<file path="config.mk">
export PLATFORM = sky130hd
export DESIGN_NAME = rtype_seq_ctrl
export DESIGN_NICKNAME = d
export VERILOG_FILES = /design/src/rtl/rtype_seq_ctrl.sv
export SDC_FILE = /design/constraint.sdc
export NUM_CORES = 1
export LEC_CHECK = 0
export CAP_MARGIN = 40
export CELL_PAD_IN_SITES_DETAIL_PLACEMENT = 0
export CELL_PAD_IN_SITES_GLOBAL_PLACEMENT = 1
export CORE_ASPECT_RATIO = 0.75
export CORE_UTILIZATION = 28
export CTS_CLUSTER_SIZE = 12
export DETAILED_ROUTE_END_ITERATION = 8
export GPL_TIMING_DRIVEN = 0
export PLACE_DENSITY_LB_ADDON = 0.05
export SKIP_LAST_GASP = 1
export SLEW_MARGIN = 10
export SYNTH_ARGS = -nofsm -noshare
export SYNTH_HDL_FRONTEND = slang
export SYNTH_SLANG_ARGS = --single-unit
export TNS_END_PERCENT = 20
</file>
<file path="constraint.sdc">
create_clock -name iClk -period 1.8 [get_ports iClk]
set_clock_uncertainty 0.05 [all_clocks]
set_input_delay 0.36 -clock iClk [delete_from_list [all_inputs] [get_ports iClk]]
set_output_delay 0.36 -clock iClk [all_outputs]
set_load 0.05 [all_outputs]
</file>
<file path="src/rtl/rtype_seq_ctrl.sv">
// Multi-cycle sequencer for R/I-format ALU instructions: FETCH, DECODE, EXEC, [WAIT], LATCH, WRITE.
// Optional macro SEQ_R0_GUARD_EN suppresses register-file writes to R0.
module rtype_seq_ctrl #(
  parameter int ADDR_W        = 4,
  parameter int CTRL_W        = 4,
  parameter int IMM_W         = 19,
  parameter int MULDIV_CYCLES = 32
) (
  input  logic              iClk,
  input  logic              nRst,
  input  logic              iStart,
  input  logic [31:0]       iMemData,
  output logic              oPC_en,
  output logic              oPC_jmp,
  output logic              oMUX_MAP,
  output logic [ADDR_W-1:0] oRF_AddrA,
  output logic [ADDR_W-1:0] oRF_AddrB,
  output logic [ADDR_W-1:0] oRF_AddrC,
  output logic              oRA_en,
  output logic              oRB_en,
  output logic              oRZH_en,
  output logic              oRZL_en,
  output logic              oRWB_en,
  output logic              oRF_Write,
  output logic [CTRL_W-1:0] oALU_Ctrl,
  output logic              oMUX_BIS,
  output logic              oMUX_RZHS,
  output logic [31:0]       oImm32,
  output logic              oBusy,
  output logic              oDone,
  output logic              oIllegal
);

  // ISA opcodes
  localparam logic [4:0] ISA_ADD  = 5'd0,  ISA_SUB  = 5'd1,  ISA_AND  = 5'd2,  ISA_OR   = 5'd3;
  localparam logic [4:0] ISA_SHR  = 5'd4,  ISA_SHRA = 5'd5,  ISA_SHL  = 5'd6,  ISA_ROR  = 5'd7;
  localparam logic [4:0] ISA_ROL  = 5'd8,  ISA_ADDI = 5'd9,  ISA_ANDI = 5'd10, ISA_ORI  = 5'd11;
  localparam logic [4:0] ISA_MUL  = 5'd12, ISA_DIV  = 5'd13, ISA_NEG  = 5'd14, ISA_NOT  = 5'd15;

  // ALU operation codes
  localparam logic [3:0] CTRL_ALU_ADD  = 4'd0,  CTRL_ALU_SUB = 4'd1, CTRL_ALU_AND = 4'd2;
  localparam logic [3:0] CTRL_ALU_OR   = 4'd3,  CTRL_ALU_SHR = 4'd4, CTRL_ALU_SHRA = 4'd5;
  localparam logic [3:0] CTRL_ALU_SHL  = 4'd6,  CTRL_ALU_ROR = 4'd7, CTRL_ALU_ROL = 4'd8;
  localparam logic [3:0] CTRL_ALU_MUL  = 4'd9,  CTRL_ALU_DIV = 4'd10, CTRL_ALU_NEG = 4'd11;
  localparam logic [3:0] CTRL_ALU_NOT  = 4'd12;

  localparam int CNT_W = $clog2(MULDIV_CYCLES + 1);
  localparam logic [CNT_W-1:0] WAIT_LOAD = CNT_W'(MULDIV_CYCLES > 1 ? MULDIV_CYCLES - 2 : 0);

  typedef enum logic [2:0] {
    S_IDLE, S_FETCH, S_DECODE, S_EXEC, S_WAIT, S_LATCH, S_WRITE
  } state_t;

  state_t            state_reg, state_next;
  logic [CNT_W-1:0]  cnt_reg, cnt_next;
  logic [31:0]       ir_reg;

  logic              pc_reg, ra_en_reg, rb_en_reg, rz_en_reg, rwb_reg;
  logic              rf_write_reg, done_reg, illegal_reg, busy_reg, bis_reg;
  logic [ADDR_W-1:0] addr_a_reg, addr_b_reg, addr_c_reg;
  logic [CTRL_W-1:0] alu_reg;
  logic [31:0]       imm_reg;

  // Outputs are registered from the next state, so the word being decoded
  // during FETCH is the one on the memory bus, not the IR.
  logic [31:0] word;
  logic [4:0]  opcode;
  logic [3:0]  rdest, rsrc_a, rsrc_b;
  logic [31:0] imm32;
  logic        legal, is_imm, is_muldiv, write_allowed;
  logic [3:0]  ctrl;

  assign word   = (state_reg == S_FETCH) ? iMemData : ir_reg;
  assign opcode = word[31:27];
  assign rdest  = word[26:23];
  assign rsrc_a = word[22:19];
  assign rsrc_b = word[18:15];
  assign imm32  = {{(32-IMM_W){word[IMM_W-1]}}, word[IMM_W-1:0]};

`ifdef SEQ_R0_GUARD_EN
  assign write_allowed = (rdest != 4'd0);
`else
  assign write_allowed = 1'b1;
`endif

  always_comb begin
    legal     = 1'b1;
    is_imm    = 1'b0;
    is_muldiv = 1'b0;
    ctrl      = CTRL_ALU_ADD;
    case (opcode)
      ISA_ADD:  ctrl = CTRL_ALU_ADD;
      ISA_SUB:  ctrl = CTRL_ALU_SUB;
      ISA_AND:  ctrl = CTRL_ALU_AND;
      ISA_OR:   ctrl = CTRL_ALU_OR;
      ISA_SHR:  ctrl = CTRL_ALU_SHR;
      ISA_SHRA: ctrl = CTRL_ALU_SHRA;
      ISA_SHL:  ctrl = CTRL_ALU_SHL;
      ISA_ROR:  ctrl = CTRL_ALU_ROR;
      ISA_ROL:  ctrl = CTRL_ALU_ROL;
      ISA_ADDI: begin ctrl = CTRL_ALU_ADD; is_imm = 1'b1; end
      ISA_ANDI: begin ctrl = CTRL_ALU_AND; is_imm = 1'b1; end
      ISA_ORI:  begin ctrl = CTRL_ALU_OR;  is_imm = 1'b1; end
      ISA_MUL:  begin ctrl = CTRL_ALU_MUL; is_muldiv = 1'b1; end
      ISA_DIV:  begin ctrl = CTRL_ALU_DIV; is_muldiv = 1'b1; end
      ISA_NEG:  ctrl = CTRL_ALU_NEG;
      ISA_NOT:  ctrl = CTRL_ALU_NOT;
      default:  legal = 1'b0;
    endcase
  end

  always_comb begin
    state_next = state_reg;
    cnt_next   = cnt_reg;
    case (state_reg)
      S_IDLE:   if (iStart) state_next = S_FETCH;
      S_FETCH:  state_next = S_DECODE;
      S_DECODE: state_next = legal ? S_EXEC : S_IDLE;
      S_EXEC: begin
        if (is_muldiv && MULDIV_CYCLES > 1) begin
          state_next = S_WAIT;
          cnt_next   = WAIT_LOAD;
        end else begin
          state_next = S_LATCH;
        end
      end
      S_WAIT: begin
        if (cnt_reg == '0) state_next = S_LATCH;
        else               cnt_next   = cnt_reg - 1'b1;
      end
      S_LATCH:  state_next = S_WRITE;
      S_WRITE:  state_next = S_IDLE;
      default:  state_next = S_IDLE;
    endcase
  end

  always_ff @(posedge iClk or negedge nRst) begin
    if (!nRst) begin
      state_reg    <= S_IDLE;
      cnt_reg      <= '0;
      ir_reg       <= '0;
      pc_reg       <= 1'b0;
      ra_en_reg    <= 1'b0;
      rb_en_reg    <= 1'b0;
      rz_en_reg    <= 1'b0;
      rwb_reg      <= 1'b0;
      rf_write_reg <= 1'b0;
      done_reg     <= 1'b0;
      illegal_reg  <= 1'b0;
      busy_reg     <= 1'b0;
      bis_reg      <= 1'b0;
      addr_a_reg   <= '0;
      addr_b_reg   <= '0;
      addr_c_reg   <= '0;
      alu_reg      <= '0;
      imm_reg      <= '0;
    end else begin
      state_reg    <= state_next;
      cnt_reg      <= cnt_next;
      if (state_reg == S_FETCH) ir_reg <= iMemData;
      pc_reg       <= (state_next == S_FETCH);
      ra_en_reg    <= (state_next == S_DECODE) && legal;
      rb_en_reg    <= (state_next == S_DECODE) && legal && !is_imm;
      illegal_reg  <= (state_next == S_DECODE) && !legal;
      rz_en_reg    <= (state_next == S_EXEC) || ((state_next == S_WAIT) && (cnt_next == '0));
      rwb_reg      <= (state_next == S_LATCH);
      rf_write_reg <= (state_next == S_WRITE) && write_allowed;
      done_reg     <= (state_next == S_WRITE);
      busy_reg     <= (state_next != S_IDLE);
      // Decoded fields are captured on entry to DECODE and held until IDLE.
      if (state_next == S_IDLE) begin
        bis_reg    <= 1'b0;
        addr_a_reg <= '0;
        addr_b_reg <= '0;
        addr_c_reg <= '0;
        alu_reg    <= '0;
        imm_reg    <= '0;
      end else if (state_reg == S_FETCH) begin
        bis_reg    <= legal && is_imm;
        addr_a_reg <= ADDR_W'(rsrc_a);
        addr_b_reg <= ADDR_W'(rsrc_b);
        addr_c_reg <= ADDR_W'(rdest);
        alu_reg    <= legal ? CTRL_W'(ctrl) : '0;
        imm_reg    <= imm32;
      end
    end
  end

  assign oPC_en    = pc_reg;
  assign oPC_jmp   = pc_reg;
  assign oMUX_MAP  = pc_reg;
  assign oRF_AddrA = addr_a_reg;
  assign oRF_AddrB = addr_b_reg;
  assign oRF_AddrC = addr_c_reg;
  assign oRA_en    = ra_en_reg;
  assign oRB_en    = rb_en_reg;
  assign oRZH_en   = rz_en_reg;
  assign oRZL_en   = rz_en_reg;
  assign oRWB_en   = rwb_reg;
  assign oRF_Write = rf_write_reg;
  assign oALU_Ctrl = alu_reg;
  assign oMUX_BIS  = bis_reg;
  // Every supported operation writes back from the low half of Z.
  assign oMUX_RZHS = 1'b0;
  assign oImm32    = imm_reg;
  assign oBusy     = busy_reg;
  assign oDone     = done_reg;
  assign oIllegal  = illegal_reg;

endmodule
</file>
### Yosys cells after proc, flatten, opt, wreduce, memory -nomap -nowiden

Index checks and enable logic that the tools add are counted.

| word-level totals | value |
|---|---|
| output and inout bits | 62 |
| word-level logic and storage cells | 90 |
| register bits | 98 |
| input bits | 35 |

| operators by class | value |
|---|---|
| reductions and logical operators | 20 |
| $add $sub $neg | 1 |
| equality and inequality tests | 26 |
| muxes and demuxes | 26 |

Operators by type and width:

| operator | number |
|---|---|
| $mux 32 | 3 |
| $pmux 4 s12 | 1 |
| $eq 5x4->1 const B | 8 |
| $mux 4 | 9 |
| $eq 5x3->1 const B | 4 |
| $pmux 3 s6 | 1 |
| $reduce_or 16->1 | 1 |
| $eq 3x3->1 const B | 5 |
| $eq 3x2->1 const B | 4 |
| $logic_not 6->1 | 2 |
| $mux 6 | 2 |
| $pmux 6 s2 | 1 |
| $eq 5x2->1 const B | 2 |
| $eq 3x1->1 const B | 2 |
| $logic_not 3->1 | 2 |
| $mux 1 | 6 |
| $mux 3 | 2 |
| $reduce_or 2->1 | 3 |
| $sub 6x1->6 const B | 1 |
| $eq 5x1->1 const B | 1 |
| $logic_and 1x1->1 | 5 |
| $logic_not 5->1 | 1 |
| $reduce_bool 3->1 | 1 |
| $reduce_or 3->1 | 1 |
| other kinds (4) | 5 |

### Longest topological paths before layout

Gate-level depths: netlist of the first run.

| depth | value |
|---|---|
| depth in word-level cells | 10 |
| mapped depth | 8 |
| depth with buffers taken out | 7 |

### Worst setup path after synthesis of the first run

OpenSTA, ideal clock, no wires.

| timing path | value |
|---|---|
| path kind | register to register |
| start point | register state_reg[0] |
| end point | register rz_en_reg (netlist: oRZH_en) |
| stages on the path, launching flop included | 8 |
| path slack | -0.055 ns |
| path buffers | 2 |
| clock period less this slack | 1.855 ns |
| arrival | 1.729 ns |
| setup time | 0.076 ns |
| data required time | 1.674 ns |
| cells stage by stage | dfrtp_1 -> buf_6 -> or3b_1 -> clkbuf_2 -> or3_1 -> a32oi_1 -> nand4_1 -> o21ai_1 |

| between the ends | value |
|---|---|
| cells in the longest elaborated chain, start to end | 10 |
| elaborated cells on any way between the ends | 39 |
| classes of those cells | eq/ne (22); mux (10); reduce/logical (7) |

Ends and longest elaborated chain:

| item | RTL line | RTL |
|---|---|---|
| from (decl) | 54 | `state_t state_reg, state_next;` |
| from (signal assigned) | 158 | `state_reg <= state_next;` |
| $eq 3x1->1 | 73, 115 |  |
| $mux 32 | - |  |
| $eq 5x4->1, or another cell as far along | 91 | `case (opcode)` |
| $reduce_or 16->1 (no source line) or $reduce_or 2->1 (tied branches) | - |  |
| $mux 1 | 91 |  |
| $mux 2, or another cell as far along | 118 | `S_DECODE: state_next = legal ? S_EXEC : S_IDLE;` |
| $pmux 3 s6 or $pmux 6 s2 (tied branches) | 115 | `case (state_reg)` |
| $eq 3x3->1 or $logic_not 6->1 (tied branches) | 165 | `rz_en_reg <= (state_next == S_EXEC) \|\| ((state_next == S_WAIT) && (cnt_next == '0));` |
| $logic_and 1x1->1 | 165 |  |
| $logic_or 1x1->1 * | 165 |  |
| to (signal assigned) | 165 |  |
| to (decl) | 58 | `logic pc_reg, ra_en_reg, rb_en_reg, rz_en_reg, rwb_reg;` |

Every way passes the cells marked *; elsewhere a longest branch is shown, timed or not.
A chain may end at the register's enable or synchronous reset.

### Final worst setup path of the first run

Same ends and word-level chain as after synthesis.

==> impl_results.md, run 1 <==
* Outcome: complete, but fails checks
* Violated checks: setup timing
* Top cell type's share of synthesized area at 52.2%
* Top_reg_cell synth: dfrtp_1
* CP endpoint kind: flop
* Area leader, netlist: dfrtp_1
* First-pass detailed-route iteration total at 4
* Worst slew pin tran at 705 ps
* Reg2reg setup slack at -200 ps
* Congestion Overflow GR at 0
* Filler Cell Count at 835
* Critical Path Start Type: flop
* Clk buf depth at 2
* Critical path type: reg -> reg
* CTS tree: built
* Largest net degree at the start of global routing at 55
* Die area at 0.00963 sq mm
* Final Wtd Congestion at 0.802
* Routed vias/inst at 4.58
* Terminus of the critical flop-to-flop path: oRZH_en
* Reg clk slew, reported paths at 70 ps
* Seq/Total Area, Yosys at 52.2%
* Unique masters post-synth at 48
* Number of clock buffers inserted by TritonCTS at 5
* EDFF count, synth at 0
* RSZ-0062 raised after global routing: yes
* Nets at 436
* H-tree levels at 2
* Peak VDD IR at 0.000665 V
* Asr flop ratio synth at 100%
* Clock Latency Late Sink at 290 ps
* ANT nets after route at 0
* Die height at 85.2 um
* Worst reg2reg startpoint: state_reg[0]
* Warning count from the yosys run at 0
* MaxCap Viol Count at 0
* Initial drt markers at 129
* DP Cell Count at 481
* Pwr per Cell Area at 2150 mW/mm^2
* Via count at 2323
* Crit path DAT at 2170 ps
* Core area at 0.00871 sq mm
* Post-Syn Instances at 278
* Instance area after placement at 0.00368 sq mm
* Syn-to-layout area delta at 61.5%
* Worst path required time at 1970 ps
* Non-Filler Instances at 507
* Crit path capture: oRZH_en
* Port buffer count at 95
* Root buf cell: clkbuf_16
* Pins over their slew limit at 0
* Cts hold-fix bufs at 0
* Syn_nets at 315
* Synthesized cell area at 0.00259 sq mm
* Largest fanout on the critical path at 6
* Worst reg-to-reg path cell count at 6
* Num Clock Sinks at 54
* Vias in the first global route at 2214
* Post-DP HPWL at 5200 um
* Peak Freq at 499 MHz
* Slew HR at 53.0%
* Number of flip-flops under the largest register name at 16
* Routed WL per cell at 14.6 um
* Top cells by area, synth: dfrtp_1 52%, nand2_1 9.3%, a21oi_1 6.6%, buf_4 6.4%, inv_1 1.9%
* First-pass GRT wire length at 11500 um
* Hold Crit Class: in -> async
* Initial antenna violation count at 0
* Hold Fails Final Rpt at 0
* DRT Wirelength at 7430 um
* Pleak at 1.99 nW
* Antenna cells at 0
* Critical path origin: state_reg[0]
* DRC viols at 0
* Total power at 9.00 mW
* Starting density of the core at 29.7%
* Final instance area at 0.00418 sq mm
* Global Route Usage Sum at 15.5%
* Ratio of cells with drive above 1 in the final layout at 24.8%
* Avg Synthesized Cell Area at 9.30 sq um
* Setup WS post-layout at -205 ps
* Ports at 97
* Row count at 29
* Post-route clock period utilization at 111%
* Crit path time final at 2000 ps
* WHS at 71.1 ps
* Final setup viols at 60
* Register bit total from synthesis at 54
* Die span in x at 113 um
[layout by cell type, fill, tap and decap left out, types with 3 or more instances in the layout]
| master | instances |
|---|---|
| buf_6 | 8 |
| a21o_1 | 4 |
| clkbuf_2 | 8 |
| o21ai_0 | 4 |
| buf_4 | 42 |
| nand2b_1 | 3 |
| clkbuf_16 | 6 |
| inv_1 | 13 |
| nor2_1 | 5 |
| dfrtp_1 | 52 |
| dlymetal6s2s_1 | 6 |
| a21oi_1 | 34 |
| nor3_1 | 3 |
| dlygate4sd2_1 | 7 |
| nand2_1 | 64 |
| clkdlybuf4s50_1 | 72 |
| or3_4 | 3 |
[kinds of logic after synthesis]
| group | Yosys count | share of synthesized area, % |
|---|---|---|
| simple gates | 103 | 19.3 |
| other cells | 1 | 0.145 |
| mux | 4 | 1.64 |
| fa+ha+maj | 2 | 0.967 |
| compound gates | 63 | 14.5 |
| buf+inv | 51 | 11.2 |
| flops | 54 | 52.2 |
[Yosys cell counts, drive strengths merged, types with 2 or more instances]
cell type,instances
nor2b,3
nand2,64
nand2b,3
buf,30
nor2,7
o21a,3
mux2,2
o211ai,2
ha,2
clkbuf,8
a2111oi,2
nor3b,4
a21o,4
mux2i,2
o21ai,8
a21oi,34
a211oi,2
a32oi,3
dfrtp,54
or2,2
or3b,3
inv,13
nor3,4
or3,5
[worst max-delay path, cell delays in order (launching register included)]
cell and delay [ps]:
dfrtp_1 370, buf_6 120, or3b_4 450, or3_4 350
a32oi_2 240, nand4_1 180, o21ai_1 170
[what timing repair did]
item                       in CTS  in global routing
pin swaps                      11                 15
setup buffers                   9                 11
hold endpoints to repair        0                  0
setup endpoints to repair     103                 97
gates cloned                    0                  1
resized for setup              51                 44
[report_power, final]
part	internal [mW]	switching, mW	leakage (nW)
Combinational	2.28	3.53	1.20
Clock	0.687	0.426	0.0829
Sequential	1.72	0.363	0.706
Total	4.68	4.32	1.99
[worst min-delay path by stage]
stage	endpoint	cells past startpoint	from	slack, ps
CTS	cnt_reg[5]	1	nRst	110
global route	cnt_reg[5]	1	nRst	130
detailed placement	cnt_reg[5]	1	nRst	420
floorplan	cnt_reg[0]	0	nRst	10
global placement	oMUX_BIS	2	oMUX_BIS	450
finish	cnt_reg[5]	1	nRst	70
[per-stage QoR]
stage | utilization, % | setup TNS (ps) | setup WS, ps
detailed placement | 42.3 | -20030 | -577
CTS | 46.0 | -6000 | -168
global placement | 42.3 | -103220 | -1560
floorplan | - | -244 | -11.8
finish | 48.0 | -3100 | -205
global route | 48.0 | -8180 | -272
[metal layers]
| metal | wire length, um | GRT usage (%) | up-vias | share of wire [%] |
|---|---|---|---|---|
| met5 | 0 | 0 | - | 0 |
| met4 | 68 | 3.95 | 0 | 0.92 |
| met3 | 526 | 4.79 | 8 | 7.1 |
| met2 | 3090 | 21.7 | 70 | 42 |
| met1 | 3740 | 23.1 | 1096 | 50 |
| li1 | - | - | 1149 | - |
[layout make-up]
cell class	instances	area (sq um)	area share (%)
multi-input combinational	173	1070	25.5
sequential	54	1350	32.4
buffer	36	287	6.86
tap	108	135	3.23
inverter	13	48.8	1.17
clock buffer	6	139	3.32
clock inverter	1	30.0	0.719
timing repair buffer	116	1120	26.8
(Power assumes the default switching activity.)
==> run 2, diff against run 1 <==
--- a/config.mk
+++ b/config.mk
@@ -6,10 +6,8 @@
 export NUM_CORES = 1
 export LEC_CHECK = 0
 export CAP_MARGIN = 40
-export CELL_PAD_IN_SITES_DETAIL_PLACEMENT = 0
-export CELL_PAD_IN_SITES_GLOBAL_PLACEMENT = 1
 export CORE_ASPECT_RATIO = 0.75
-export CORE_UTILIZATION = 28
+export CORE_UTILIZATION = 39
 export CTS_CLUSTER_SIZE = 12
 export DETAILED_ROUTE_END_ITERATION = 8
 export GPL_TIMING_DRIVEN = 0
==> impl_results.md, run 2 (synthesized netlist as in run 1, its figures left out) <==
* Sw Ratio at 49.2% (+1.2 points)
* Total power at 8.63 mW (-4.1%)
* Port buffer count at 95 (unchanged)
* Int Power at 4.38 mW (-6.4%)
* Worst slew pin tran at 538 ps (-167 ps)
* Die height at 72.5 um (-15%)
* Routed WL per cell at 14.0 um (-4.4%)
* MaxCap Viol Count at 0 (unchanged)
* Hold Fails Final Rpt at 0 (unchanged)
* Met2 Usage GRT at 30.3% (+8.5 points)
* Core area at 0.00635 sq mm (-27%)
* Switching Power at 4.25 mW (-1.7%)
* Root buf cell: clkbuf_8
* Instance area after placement at 0.00366 sq mm (-0.44%)
* Largest fanout on the critical path at 6 (unchanged)
* Reg clk slew, reported paths at 90 ps (+20 ps)
* Initial antenna violation count at 0 (unchanged)
* Slowest cell on crit path: or3b_4
* Initial drt markers at 79 (-39%)
* Ratio of cells with drive above 1 in the final layout at 25.4% (+0.56 points)
* Crit path DAT at 2200 ps (+30 ps)
* ANT nets after route at 0 (unchanged)
* Die span in x at 96.0 um (-15%)
* Most frequent cells in the layout: 72 x clkdlybuf4s50_1, 64 x nand2_1, 52 x dfrtp_1
* Vias in the first global route at 2102 (-5.1%)
* Crit path time final at 2020 ps (+16.9 ps)
* Final Wtd Congestion at 0.843 (+5.1%)
* Logic pwr share at 66.6% (+2.1 points)
* First-pass detailed-route iteration total at 4 (unchanged)
* Met3 Use GR at 4.40% (-0.38 points)
* Ports at 97 (unchanged)
* Setup WS post-layout at -221 ps (-16.9 ps)
* Post-DP HPWL at 4760 um (-8.5%)
* Commonest non-fill, non-tap cell in the layout: clkdlybuf4s50_1
* Peak VDD IR at 0.000729 V (+9.6%)
* Cell chain of the critical path: buf_6 > or3b_4 > or3_4 > a32oi_2 > nand4_1 > o21ai_2
* Largest stage delay, worst path at 440 ps (about the same)
* Final Util at 64.8% (+17 points)
* Clk buf depth at 2 (unchanged)
* Final setup viols at 45 (-25%)
* Outcome: complete, but fails checks
* Syn-to-layout area delta at 59.2%
* Met1 GRT Util at 28.6% (+5.4 points)
* Place WS at -524 ps (+53.7 ps)
* DRC viols at 0 (unchanged)
* Via count at 2306 (-0.73%)
* Starting density of the core at 40.7% (+11 points)
* Hold Crit Class: reg -> reg
* Congestion Overflow GR at 0 (unchanged)
* Post-route clock period utilization at 112% (+0.94 points)
* CP endpoint kind: flop
* Largest net degree at the start of global routing at 36 (-35%)
* First-pass GRT wire length at 10500 um (-8.8%)
* RSZ-0062 raised after global routing: yes
* Violated checks: setup timing
* CTS tree: built
* Number of clock buffers inserted by TritonCTS at 5 (unchanged)
* Row count at 25 (-14%)
* Clock Latency Late Sink at 310 ps (+20 ps)
* Routed vias/inst at 4.81 (+5.1%)
* Pins over their slew limit at 0 (unchanged)
* Clock power share at 9.5% (-2.9 points)
* Final instance area at 0.00412 sq mm (-1.5%)
* Die area at 0.00696 sq mm (-28%)
* Number of flip-flops under the largest register name at 16 (unchanged)
* Slew HR at 64.0% (+11 points)
* Peak Freq at 495 MHz (-0.83%)
* Antenna cells at 0 (unchanged)
* Worst path required time at 1980 ps (about the same)
* Pleak at 1.92 nW (-3.4%)
* H-tree levels at 2 (unchanged)
* Critical path type: reg -> reg
* Filler Cell Count at 570 (-32%)
* Num Clock Sinks at 54 (unchanged)
* Routing layer with the top usage in global route: met2
* Pwr per Cell Area at 2100 mW/mm^2 (-2.7%)
* Nets at 434 (-0.46%)
* Worst reg-to-reg path cell count at 6 (unchanged)
* Critical Path Start Type: flop
* Hold path depth at 2
* DRT Wirelength at 6710 um (-9.7%)
* Reg power frac at 23.9% (+0.8 points)
* Global Route Usage Sum at 19.8% (+4.3 points)
-- run 2: cell count changes in the layout (fill, tap and decap cells not counted), sizes merged --
| cell | previous run | this run |
|---|---|---|
| buf | 52 | 49 |
| clkbuf | 19 | 12 |
| clkdlybuf4s15 | 2 | 13 |
| clkinvlp | 0 | 1 |
| dlygate4sd2 | 7 | 3 |
| dlygate4sd3 | 0 | 1 |
-- run 2: cell type report --
class | instances | area (sq um) | share of cell area (%)
multi-input cells | 173 | 1060 | 25.8
plain buffers | 36 | 290 | 7.05
clock inverters | 2 | 37.5 | 0.912
repair buffers | 114 | 1150 | 27.9
clock buffers | 6 | 72.6 | 1.76
inverters | 13 | 48.8 | 1.19
well taps | 81 | 101 | 2.46
flip-flops and latches | 54 | 1350 | 32.9
-- run 2: final timing paths --
| path | startpoint | end | slack, ps |
|---|---|---|---|
| max | state_reg[0] | oRZH_en | -220 |
| max in group asynchronous | nRst | cnt_reg[2] | 650 |
| min in group asynchronous | nRst | oImm32[0] | 480 |
| max reg2reg | state_reg[0] | oRZH_en | -220 |
| min | oImm32[9] | oImm32[9] | 470 |
| min reg2reg | oImm32[9] | oImm32[9] | 470 |
-- run 2: stage by stage --
| stage | hold slack, ps | setup TNS, ps | std cells |
|---|---|---|---|
| finish | 470 | -3600 | 479 |
| global route | 491 | -6870 | 479 |
| CTS | 476 | -6960 | 469 |
| detailed placement | 293 | -18540 | 455 |
| global placement | 446 | -90930 | 454 |
| floorplan | 14.4 | -244 | 278 |
-- run 2: timing repair --
item                                    in CTS  in global routing
gates resized for setup                     62                 45
hold buffers                                 1                  0
endpoints found under the setup margin     102                101
cloned                                       0                  1
endpoints found under the hold margin       19                  0
pin swaps                                    5                 14
buffers inserted                             6                 10
-- run 2: routing by layer --
| metal | wire length, um | vias to the layer above |
|---|---|---|
| li1 | - | 1141 |
| met1 | 3250 | 1082 |
| met2 | 2970 | 78 |
| met3 | 440 | 5 |
| met4 | 48 | 0 |
| met5 | 0 | - |
-- run 2: power by group through the flow --
stage / clock [mW] / sequential [mW] / combinational [mW]
finish: 0.816 / 2.07 / 5.75
global route: 0.883 / 2.14 / 6.11
CTS: 0.835 / 2.05 / 5.34
detailed placement: 0 / 2.09 / 5.13
global placement: 0 / 2.06 / 5.09
floorplan: 0 / 3.25 / 2.34
-- run 2: worst max-delay path: cells and delay by family, from the launching register on --
kind                   cells  cell delay [ps]
and+or+nand+nor            3              960
DFF                        1              390
AOI/OAI and AO/OA          2              420
buffers and inverters      1              120
==> run 3, diff against run 2 <==
--- a/config.mk
+++ b/config.mk
@@ -12,6 +12,7 @@
 export DETAILED_ROUTE_END_ITERATION = 8
 export GPL_TIMING_DRIVEN = 0
 export PLACE_DENSITY_LB_ADDON = 0.05
+export SKIP_CTS_REPAIR_TIMING = 1
 export SKIP_LAST_GASP = 1
 export SLEW_MARGIN = 10
 export SYNTH_ARGS = -nofsm -noshare
==> impl_results.md, run 3 (synthesized netlist as in run 1, its figures left out) <==
* Outcome: complete, but fails checks
* Violated checks: setup timing
* Crit path time final at 2120 ps (+104 ps)
* Largest net degree at the start of global routing at 36 (unchanged)
* Commonest non-fill, non-tap cell in the layout: clkdlybuf4s50_1
* H-tree levels at 2 (unchanged)
* Cell family with most CP delay: simple AND/OR/NAND/NOR gates
* Hold Fails Final Rpt at 0 (unchanged)
* Root buf cell: clkbuf_8
* Core area at 0.00635 sq mm (unchanged)
* Worst reg2reg startpoint: state_reg[0]
* Antenna cells at 0 (unchanged)
* RSZ-0062 raised after global routing: yes
* Non-Filler Instances at 471 (-1.7%)
* Sw Ratio at 49.7% (+0.46 points)
* Final Wtd Congestion at 0.843 (unchanged)
* Global Route Usage Sum at 19.3% (-0.49 points)
* Die area at 0.00696 sq mm (unchanged)
* Syn-to-layout area delta at 54.3%
* Final setup viols at 67 (+49%)
* Reg power frac at 24.8% (+0.9 points)
* Number of flip-flops under the largest register name at 16 (unchanged)
* Logic pwr share at 65.5% (-1.1 points)
* Clock power share at 9.7% (+0.2 points)
* Nets at 426 (-1.8%)
* Instance area after placement at 0.00366 sq mm (unchanged)
* Pins over their slew limit at 0 (unchanged)
* Initial drt markers at 106 (+34%)
* Largest stage delay, worst path at 490 ps (+50 ps)
* Setup TNS at -5270 ps (-1670 ps)
* Row count at 25 (unchanged)
* Die span in x at 96.0 um (unchanged)
* Routed vias/inst at 4.83 (+0.38%)
* Critical path type: reg -> reg
* Starting density of the core at 40.7% (unchanged)
* Critical path origin: state_reg[0]
* Peak VDD IR at 0.000734 V (+0.63%)
* Worst reg-to-reg path cell count at 6 (unchanged)
* Most frequent cells in the layout: 79 x clkdlybuf4s50_1, 64 x nand2_1, 53 x dfrtp_1
* Largest fanout on the critical path at 10 (+4)
* Die height at 72.5 um (unchanged)
* Worst hold start: oImm32[9]
* Pwr per Cell Area at 2090 mW/mm^2 (-0.14%)
* CP endpoint kind: flop
* Congestion Overflow GR at 0 (unchanged)
* Terminus of the critical flop-to-flop path: oRZH_en
* Number of clock buffers inserted by TritonCTS at 5 (unchanged)
* Slowest cell on crit path: or3b_1
* Critical Path Start Type: flop
* MaxCap Viol Count at 0 (unchanged)
* DP Cell Count at 455 (unchanged)
* Setup WS post-layout at -325 ps (-104 ps)
* Ratio of cells with drive above 1 in the final layout at 19.2% (-6.1 points)
* Num Clock Sinks at 54 (unchanged)
* Worst slew pin tran at 605 ps (+66.4 ps)
* Hold path depth at 2 (unchanged)
* DRT Wirelength at 6480 um (-3.3%)
* Reg clk slew, reported paths at 90 ps (about the same)
* Int Power at 4.21 mW (-4.1%)
* Pleak at 1.97 nW (+2.7%)
* Final instance area at 0.00399 sq mm (-3.1%)
* Hold endpoint: oImm32[9]
* WHS at 472 ps (+2.28 ps)
* First-pass GRT wire length at 10300 um (-2.1%)
* Post-DP HPWL at 4760 um (unchanged)
* Crit path DAT at 2300 ps (+100 ps)
* Worst path bufs/invs at 1 (unchanged)
* Routed WL per cell at 13.8 um (-1.7%)
* Via count at 2276 (-1.3%)
* CTS tree: built
* Ports at 97 (unchanged)
* First-pass detailed-route iteration total at 4 (unchanged)
* Vias in the first global route at 2038 (-3.0%)
* Hold Crit Class: reg -> reg
* ANT nets after route at 0 (unchanged)
* Clock Latency Late Sink at 300 ps (about the same)
* DRC viols at 0 (unchanged)
* Initial antenna violation count at 0 (unchanged)
* Filler Cell Count at 586 (+2.8%)
* Switching Power at 4.15 mW (-2.3%)
* Slew HR at 59.4% (-4.6 points)
* Worst path required time at 1980 ps (about the same)
* Cell chain of the critical path: buf_6 > or3b_1 > or3_1 > a32oi_2 > nand4_1 > o21ai_2
* Post-route clock period utilization at 118% (+5.8 points)
* Peak Freq at 471 MHz (-4.9%)
* Reg2reg setup slack at -320 ps (-100 ps)
* Clk buf depth at 2 (unchanged)
* Port buffer count at 95 (unchanged)
-- run 3: changes by cell type in the layout (fill, tap and decap cells not counted), sizes merged --
cell           change
clkdlybuf4s15     -13
clkdlybuf4s50      +7
buf                -7
dlymetal6s2s       +8
dlygate4sd2        -3
-- run 3: how the worst max path moves through the flow --
stage | slack [ps] | cells past startpoint | endpoint
after CTS | -560 | 2 | oImm32[29]
final | -320 | 6 | oRZH_en
after global routing | -380 | 6 | oRZH_en
after detailed placement | -520 | 5 | oImm32[7]
after global placement | -1390 | 1 | oImm32[14]
after floorplan | -10 | 5 | oALU_Ctrl[0]
-- run 3: final cells by class --
type                    instances  area [sq um]  area share [%]
multi-input cells             173          1020            25.7
clock buffers                   6          72.6            1.82
flip-flops and latches         54          1350            33.9
plain buffers                  37           280            7.02
clock inverters                 2          37.5           0.941
well taps                      81           101            2.54
inverters                      13          48.8            1.22
repair buffers                105          1070            26.9
-- run 3: layer usage --
layer	vias to the layer above	routed length, um	global-route usage, %	part of all wire, %
li1	1126	-	-	-
met1	1072	3140	28.3	48
met2	73	2840	28.8	44
met3	5	457	4.40	7.1
met4	0	46	4.98	0.71
met5	-	0	0	0
-- run 3: through the flow --
step / setup slack, ps / util (%) / power, mW
after floorplan: -11.8 / - / 5.59
after global placement: -1390 / 57.5 / 7.15
after detailed placement: -524 / 57.7 / 7.22
after CTS: -560 / 59.4 / 8.04
after global routing: -375 / 62.8 / 8.87
final: -325 / 62.8 / 8.35
-- run 3: tightest hold or removal path: cells and delay by family (launching register included) --
kind            cells  cell delay [ps]
compound gates      1               50
simple gates        1               50
flops               1              380
-- run 3: power by group through the flow --
| stage | Combinational (mW) | Sequential [mW] | Clock, mW |
|---|---|---|---|
| 5_1_grt | 5.84 | 2.15 | 0.883 |
| 6_report | 5.47 | 2.07 | 0.808 |
| 4_1_cts | 5.14 | 2.06 | 0.835 |
| 2_1_floorplan | 2.34 | 3.25 | 0 |
| 3_3_place_gp | 5.09 | 2.06 | 0 |
| 3_5_place_dp | 5.13 | 2.09 | 0 |
==> variant, RTL diff (flow settings as in run 3) <==
Set the parameter `CTRL_W` to 6 (it was 4).
--- a/src/rtl/rtype_seq_ctrl.sv
+++ b/src/rtl/rtype_seq_ctrl.sv
@@ -3,5 +3,5 @@
 module rtype_seq_ctrl #(
   parameter int ADDR_W        = 4,
-  parameter int CTRL_W        = 4,
+  parameter int CTRL_W        = 6,
   parameter int IMM_W         = 19,
   parameter int MULDIV_CYCLES = 32
Interface: changed (resized oALU_Ctrl); port bits go from 97 to 99. No check against the original RTL was run, so the function may have changed too.
==> variant against run 3 <==
The run still ends with negative setup slack left; synthesized cell count down 0.36%; routed wire length is 0.54% lower; sequential cell count is the same; power is 21% lower; final area down 4.2%; global-route usage grew 0.28 points; setup slack gained 0.037 ns; fmax rose by 1.8%; non-clock buffer count fell by 2; area after synthesis down 0.48%; first-iteration DRC count fell by 13%.
==> variant: results <==
metrics = {
    "power_and_ir_drop": {
        "intPower_w": 0.00341,
        "ir_drop_mv": 0.763,
        "pg_comb_w": 0.00394,
        "powerSeq_w": 0.00188,
        "p_leak_nw": 1.74,
    },
    "global_route": {
        "grt_start_max_net_pins": 31,
        "grt_use_met3_pct": 6.29,
        "track_usage_pct": 19.6,
        "grt_pass1_wl_mm": 10.3,
        "grtUsageMet1_pct": 28.0,
        "met2_usage_pct": 28.5,
    },
    "sta": {
        "worstMarginPinSlew_ns": 0.706,
        "setup_viol": 56,
        "fin_ws_ns": -0.288,
    },
    "setup_path": {
        "cp.arrival_ns": 2.26,
        "critPathMaxStageDelay_ns": 0.45,
        "slowest_stage": "dfrtp_2",
    },
    "place": {
        "dp_hpwl_mm": 4.69,
        "post-place-ws_ns": -0.444,
        "place_area_um2": 3680,
        "gp_congestion": 0.821,
    },
    "outcome": {
        "violations": "negative setup slack",
        "run_status": "complete, but fails checks",
    },
    "final_layout": {
        "fillers": 583,
        "drive_gt1_share_pct": 22.4,
        "finalNetCount": 424,
    },
    "detailed_routing": {
        "postRouteWirelength_mm": 6.45,
        "viasPerCell": 4.77,
        "drtIter0Drc": 92,
    },
    "logic_synthesis": {
        "ys_types": 43,
        "yosys-top-cells-area": "dfrtp_1 53%, nand2_1 11%, buf_4 7.3%",
    },
    "clocking": {
        "clockBufferDepth": 2,
    },
}
## variant: worst paths after layout
kind	startpoint	to	slack, ns	depth (start not counted)
min	nRst	oDone	0.04	1
min in group iClk	oImm32[0]	oImm32[0]	0.47	2
max	state_reg[1]	oRZH_en	-0.29	6
min reg2reg	oImm32[0]	oImm32[0]	0.47	2
max reg2reg	state_reg[1]	oRZH_en	-0.29	6
max in group asynchronous	nRst	oImm32[30]	1.07	2
## variant: cells by family (layout without fill, tap and decap cells)
group | after synthesis | in the layout | share of synthesized area, %
AOI/OAI and AO/OA | 55 | 55 | 12.4
adders and majority gates | 2 | 2 | 0.972
buffers and inverters | 49 | 158 | 11.4
DFF | 54 | 54 | 52.5
muxes | 5 | 5 | 1.94
other | 1 | 3 | 0.146
and+or+nand+nor | 111 | 111 | 20.6
## variant: per-stage QoR
stage | std cells | TNS [ns] | total power [W]
detailed placement | 456 | -15.07 | 0.00573
global placement | 455 | -89.98 | 0.00568
CTS | 464 | -24.96 | 0.00653
finish | 469 | -5.19 | 0.00660
floorplan | 279 | -0.160 | 0.00453
global route | 469 | -9.51 | 0.00703
## variant: routing by layer
layer | part of all wire, % | wire, um | up-vias
li1 | - | - | 1121
met1 | 49 | 3130 | 1048
met2 | 44 | 2830 | 67
met3 | 7.3 | 468 | 2
met4 | 0.31 | 20 | 0
met5 | 0 | 0 | -
## variant: layout make-up
class	instances	area, um^2	share of cell area, %
clock buffers	8	110	2.88
flip-flops and latches	54	1350	35.4
repair buffers	101	943	24.7
inverters	10	37.5	0.982
multi-input cells	176	1010	26.4
plain buffers	39	267	6.97
well taps	81	101	2.65
## variant: worst register-to-register path, stage by stage (launching register included)
cell	delay, ns
dfrtp_2	0.45
buf_2	0.20
or3b_4	0.45
nor3_2	0.21
mux2i_1	0.30
nand4_1	0.15
o31ai_2	0.20
